<file path="config.mk">
export PLATFORM = sky130hd
export DESIGN_NAME = mds_mix_seq
export DESIGN_NICKNAME = d
export VERILOG_FILES = /design/src/rtl/mds_mix_seq.sv
export SDC_FILE = /design/constraint.sdc
export NUM_CORES = 1
export LEC_CHECK = 0
export ABC_AREA = 0
export CAP_MARGIN = 20
export CORE_ASPECT_RATIO = 0.7
export CORE_UTILIZATION = 23
export CTS_BUF_LIST = sky130_fd_sc_hd__clkbuf_2
export DETAILED_ROUTE_END_ITERATION = 10
export PLACE_DENSITY = 0.52
export SLEW_MARGIN = 20
export SYNTH_ARGS = -nofsm -noshare
export SYNTH_HDL_FRONTEND = slang
export SYNTH_SLANG_ARGS = --single-unit
</file>
<file path="constraint.sdc">
create_clock -name clk -period 5.75 [get_ports clk]
set_clock_uncertainty 0.15 [all_clocks]
set_input_delay 0.8625 -clock clk [delete_from_list [all_inputs] [get_ports clk]]
set_output_delay 0.8625 -clock clk [all_outputs]
set_load 0.005 [all_outputs]
</file>
<file path="src/rtl/mds_mix_seq.sv">
// Sequential MDS column mixer over GF(2^8).
// The captured word y0..y3 is multiplied by the constant 4x4 MDS matrix,
// producing one output byte per cycle, so a result takes 4 cycles.
module mds_mix_seq #(
    parameter logic [7:0] GF_POLY = 8'h69
) (
    input  logic        clk,
    input  logic        rst,
    input  logic        in_valid,
    output logic        in_ready,
    input  logic [31:0] Y,
    output logic        out_valid,
    input  logic        out_ready,
    output logic [31:0] Z,
    output logic        busy
);

    localparam int unsigned BYTE_W = 8;
    localparam int unsigned ROWS   = 4;
    localparam int unsigned ROW_W  = 2;
    localparam int unsigned WORD_W = BYTE_W * ROWS;

    typedef enum logic [1:0] {
        IDLE = 2'd0,
        CALC = 2'd1,
        DONE = 2'd2
    } state_t;

    state_t              state;
    state_t              next_state;
    logic [WORD_W-1:0]   y_q;
    logic [ROW_W-1:0]    row;
    logic                accept;
    logic                write_row;

    logic [BYTE_W-1:0]   y_b  [ROWS];
    logic [BYTE_W-1:0]   p_ef [ROWS];
    logic [BYTE_W-1:0]   p_5b [ROWS];
    logic [BYTE_W-1:0]   row_byte;

    // Multiply by x, reducing with the implicit x^8 term folded into GF_POLY.
    function automatic logic [BYTE_W-1:0] xtime(input logic [BYTE_W-1:0] a);
        return {a[BYTE_W-2:0], 1'b0} ^ (a[BYTE_W-1] ? GF_POLY : BYTE_W'(0));
    endfunction

    // Constant multiply by shift-and-conditional-XOR.
    function automatic logic [BYTE_W-1:0] gf_mul_const(input logic [BYTE_W-1:0] a,
                                                      input logic [BYTE_W-1:0] k);
        logic [BYTE_W-1:0] acc;
        logic [BYTE_W-1:0] sh;
        acc = '0;
        sh  = a;
        for (int i = 0; i < int'(BYTE_W); i++) begin
            if (k[i]) acc = acc ^ sh;
            sh = xtime(sh);
        end
        return acc;
    endfunction

    // Byte split and the two non-trivial constant products for every input byte.
    always_comb begin
        for (int j = 0; j < int'(ROWS); j++) begin
            y_b[j]  = y_q[j*BYTE_W +: BYTE_W];
            p_ef[j] = gf_mul_const(y_b[j], 8'hEF);
            p_5b[j] = gf_mul_const(y_b[j], 8'h5B);
        end
    end

    // Matrix row selected by the row counter.
    always_comb begin
        row_byte = '0;
        case (row)
            2'd0:    row_byte = y_b[0]  ^ p_ef[1] ^ p_5b[2] ^ p_5b[3];
            2'd1:    row_byte = p_5b[0] ^ p_ef[1] ^ p_ef[2] ^ y_b[3];
            2'd2:    row_byte = p_ef[0] ^ p_5b[1] ^ y_b[2]  ^ p_ef[3];
            default: row_byte = p_ef[0] ^ y_b[1]  ^ p_ef[2] ^ p_5b[3];
        endcase
    end

    // State register.
    always_ff @(posedge clk or posedge rst) begin
        if (rst) state <= IDLE;
        else     state <= next_state;
    end

    // Next-state and datapath strobes; in_ready gates acceptance so nothing
    // is taken before the first edge after reset.
    always_comb begin
        next_state = state;
        accept     = 1'b0;
        write_row  = 1'b0;
        case (state)
            IDLE: begin
                if (in_valid && in_ready) begin
                    accept     = 1'b1;
                    next_state = CALC;
                end
            end
            CALC: begin
                write_row = 1'b1;
                if (row == ROW_W'(ROWS - 1)) next_state = DONE;
            end
            DONE: begin
                if (out_ready) next_state = IDLE;
            end
            default: next_state = IDLE;
        endcase
    end

    // Registered status outputs decoded from the next state.
    always_ff @(posedge clk or posedge rst) begin
        if (rst) begin
            in_ready  <= 1'b0;
            busy      <= 1'b0;
            out_valid <= 1'b0;
        end else begin
            in_ready  <= (next_state == IDLE);
            busy      <= (next_state == CALC);
            out_valid <= (next_state == DONE);
        end
    end

    // Input capture, row counter and per-row result write.
    always_ff @(posedge clk or posedge rst) begin
        if (rst) begin
            y_q <= '0;
            row <= '0;
            Z   <= '0;
        end else begin
            if (accept) begin
                y_q <= Y;
                row <= '0;
            end else if (write_row) begin
                Z[row*BYTE_W +: BYTE_W] <= row_byte;
                row                     <= row + ROW_W'(1);
            end
        end
    end

endmodule

</file>
==> qor.yml <==
status: "completed"
cts_tree: "done"
muxShareOfSynthArea_pct: 8.47
async_flop_share_pct: 100
tightest_slew_ps: 934
post_cts_resized: 0
r2r-start: "row[0]$_DFFE_PP0P_"
crit_path_start_kind: "register"
synthXorXnorAreaFrac_pct: 36.5
cp.required_ps: 6090
antenna_cells: 0
nFillCells: 2032
post_cts_buffers: 0
hp-class: "reg -> reg"
grt_setup_unrepaired: "no"
grt_pass1_vias: 3303
synth_top_family_by_area: "XOR/XNOR gates"
synth-edff-count: 0
hold_viol_final: 0
synth_fa_ha_area_share_pct: 1.90
report.final.setup_viol: 0
nets: 506
worstPathMaxFanout: 10
avgViaCountPerCell: 4.12
cp.arrival_ps: 3040
fin_area_um2: 5680
min-delay-start: "Z[17]$_DFFE_PP0P_"
yosysSeqAreaShare_pct: 38.5
synth_seq_cells: 71
drt-total-wl_mm: 11.8
hpwl_mm: 9.31
first_pass_iters: 4
coreArea_um2: 19300
postSynthCellCount: 404
place_area_um2: 5540
dieArea_um2: 20600
reg2reg_depth: 6
area_delta_synth_final_pct: 23.3
path_clk_slew_ps: 210
cts-buffers-inserted: 9
layout_common_cells: "100 x xnor2_1, 71 x dfrtp_1, 70 x clkdlybuf4s50_1, 44 x nand2_1, 38 x xor2_1"
drv_cap: 0
clock-sinks: 71
endpoint_kind: "register"
wl_per_cell_um: 16.1
insertion_delay_ps: 550
ys_types: 36
min_to: "Z[17]$_DFFE_PP0P_"
detail-route-antenna-nets: 0
netlist_area_um2: 4610
grt_max_degree: 72
grt_overflow: 0
antenna_found_initial: 0
crit_type: "reg -> reg"
io_pins: 71
ys_warn_count: 0
root_buffer: "clkbuf_2"
clockBufferDepth: 2
finalMaxSlewViolations: 0
fmax_ghz: 0.370
vias: 3014
track_usage_pct: 12.4
grt_first_pass_wirelength_mm: 18.8
synth.net_count: 447
cts_hold_buf: 0
maxSlewHeadroom_pct: 37.7
initial_utilization_pct: 23.9
avgSynthCellArea_um2: 11.4
cpPeakStageDelay_ps: 690
drc: 0
cp_cell_sequence: "inv_1 -> ha_1 -> nand2_1 -> nor3_1 -> nand2_1 -> o221ai_1"
die_y_um: 120
fin_crit_ps: 2700
final.setup.tns_ps: 0
port_buffers: 70
ys.flop_type: "dfrtp_1"
crit_top_cell: "nand2_1"
dr.first_iter.drc_count: 154
rows: 42
whs_path_depth: 2
layout-drive-gt1-share_pct: 12.0
synth-compound-area-share_pct: 6.11
place.gp.congestion: 0.798
rrSetupSlack_ps: 3050
post-route-period-util_pct: 47.0
layout_commonest_cell: "xnor2_1"
cpMaxStageDelayCell: "nor3_1"
cts_htree_levels: 3
r2r-end: "Z[20]$_DFFE_PP0P_"
die_width_um: 171
synth-simple-area-share_pct: 5.70
==> sequential cells by signal, indices dropped and copies added, names as in the netlist <==
register   flops
state          2
row            2
busy           1
Z             32
y_q           32
in_ready       1
out_valid      1
==> critical path, delay by kind of cell (launching register included) <==
| kind | cells | cell delay (ps) |
|---|---|---|
| buf+inv | 1 | 240 |
| compound gates | 1 | 190 |
| simple gates | 3 | 1140 |
| flops | 1 | 510 |
| fa+ha+maj | 1 | 420 |
==> cell families after synthesis <==
kind of cell,count (synthesis)
compound gates,45
xor+xnor,159
fa+ha+maj,7
buf+inv,27
flops,71
mux,35
simple gates,60
==> layer usage <==
layer  GRT usage, %  vias to the layer above  wire length, µm
met3           2.85                       12              561
li1               -                     1454                -
met1           18.4                     1475             6320
met4           3.01                        0              103
met5              0                        -                0
met2           17.7                       73             4780
==> how the worst max path moves through the flow <==
stage | cells after the start | slack [ps] | end | start
2_1_floorplan | 1 | 2940 | Z[0]$_DFFE_PP0P_ | rst
3_3_place_gp | 5 | 3120 | Z[12]$_DFFE_PP0P_ | state[0]$_DFF_PP0_
3_5_place_dp | 5 | 2870 | Z[12]$_DFFE_PP0P_ | state[0]$_DFF_PP0_
4_1_cts | 5 | 2830 | Z[12]$_DFFE_PP0P_ | state[0]$_DFF_PP0_
5_1_grt | 6 | 2750 | Z[20]$_DFFE_PP0P_ | row[0]$_DFFE_PP0P_
6_report | 6 | 3050 | Z[20]$_DFFE_PP0P_ | row[0]$_DFFE_PP0P_
==> cell usage after synthesis, types with 2 or more instances <==
cell	n	area, µm²
xnor2_1	100	876
dfrtp_1	71	1780
nand2_1	44	165
xor2_1	38	333
mux2_2	32	360
o21ai_0	21	105
xnor3_1	11	248
buf_2	10	50.1
clkbuf_1	10	37.5
ha_1	7	87.6
o21ai_1	6	30.0
xor3_1	6	143
a22oi_1	4	30.0
a32oi_1	4	35.0
buf_4	4	30.0
a22o_1	3	26.3
inv_1	3	11.3
mux2i_1	3	30.0
nor3_1	3	15.0
a21o_1	2	15.0
nand3_1	2	10.0
nor2_1	2	7.51
o21bai_1	2	15.0
o221ai_1	2	17.5
or3_1	2	12.5
xnor2_2	2	32.5
==> metrics by stage <==
stage	hold WS (ps)	worst slack (ps)	cells	utilization, %
floorplan	323	2940	404	-
global placement	319	3120	716	28.7
detailed placement	325	2870	716	28.7
CTS	366	2830	732	29.4
global route	389	2750	732	29.5
finish	356	3050	732	29.5
==> area by class of cell <==
type	count	area [µm²]	area share [%]
Clock buffer	9	45.0	0.793
Clock inverter	7	87.6	1.54
Inverter	3	11.3	0.198
Multi-Input combinational cell	306	2720	47.8
Sequential cell	71	1780	31.3
Tap cell	264	330	5.81
Timing Repair Buffer	72	716	12.6
Power is not shown: default switching activity piles up to over one toggle a cycle in this logic, so the estimate is an artifact.
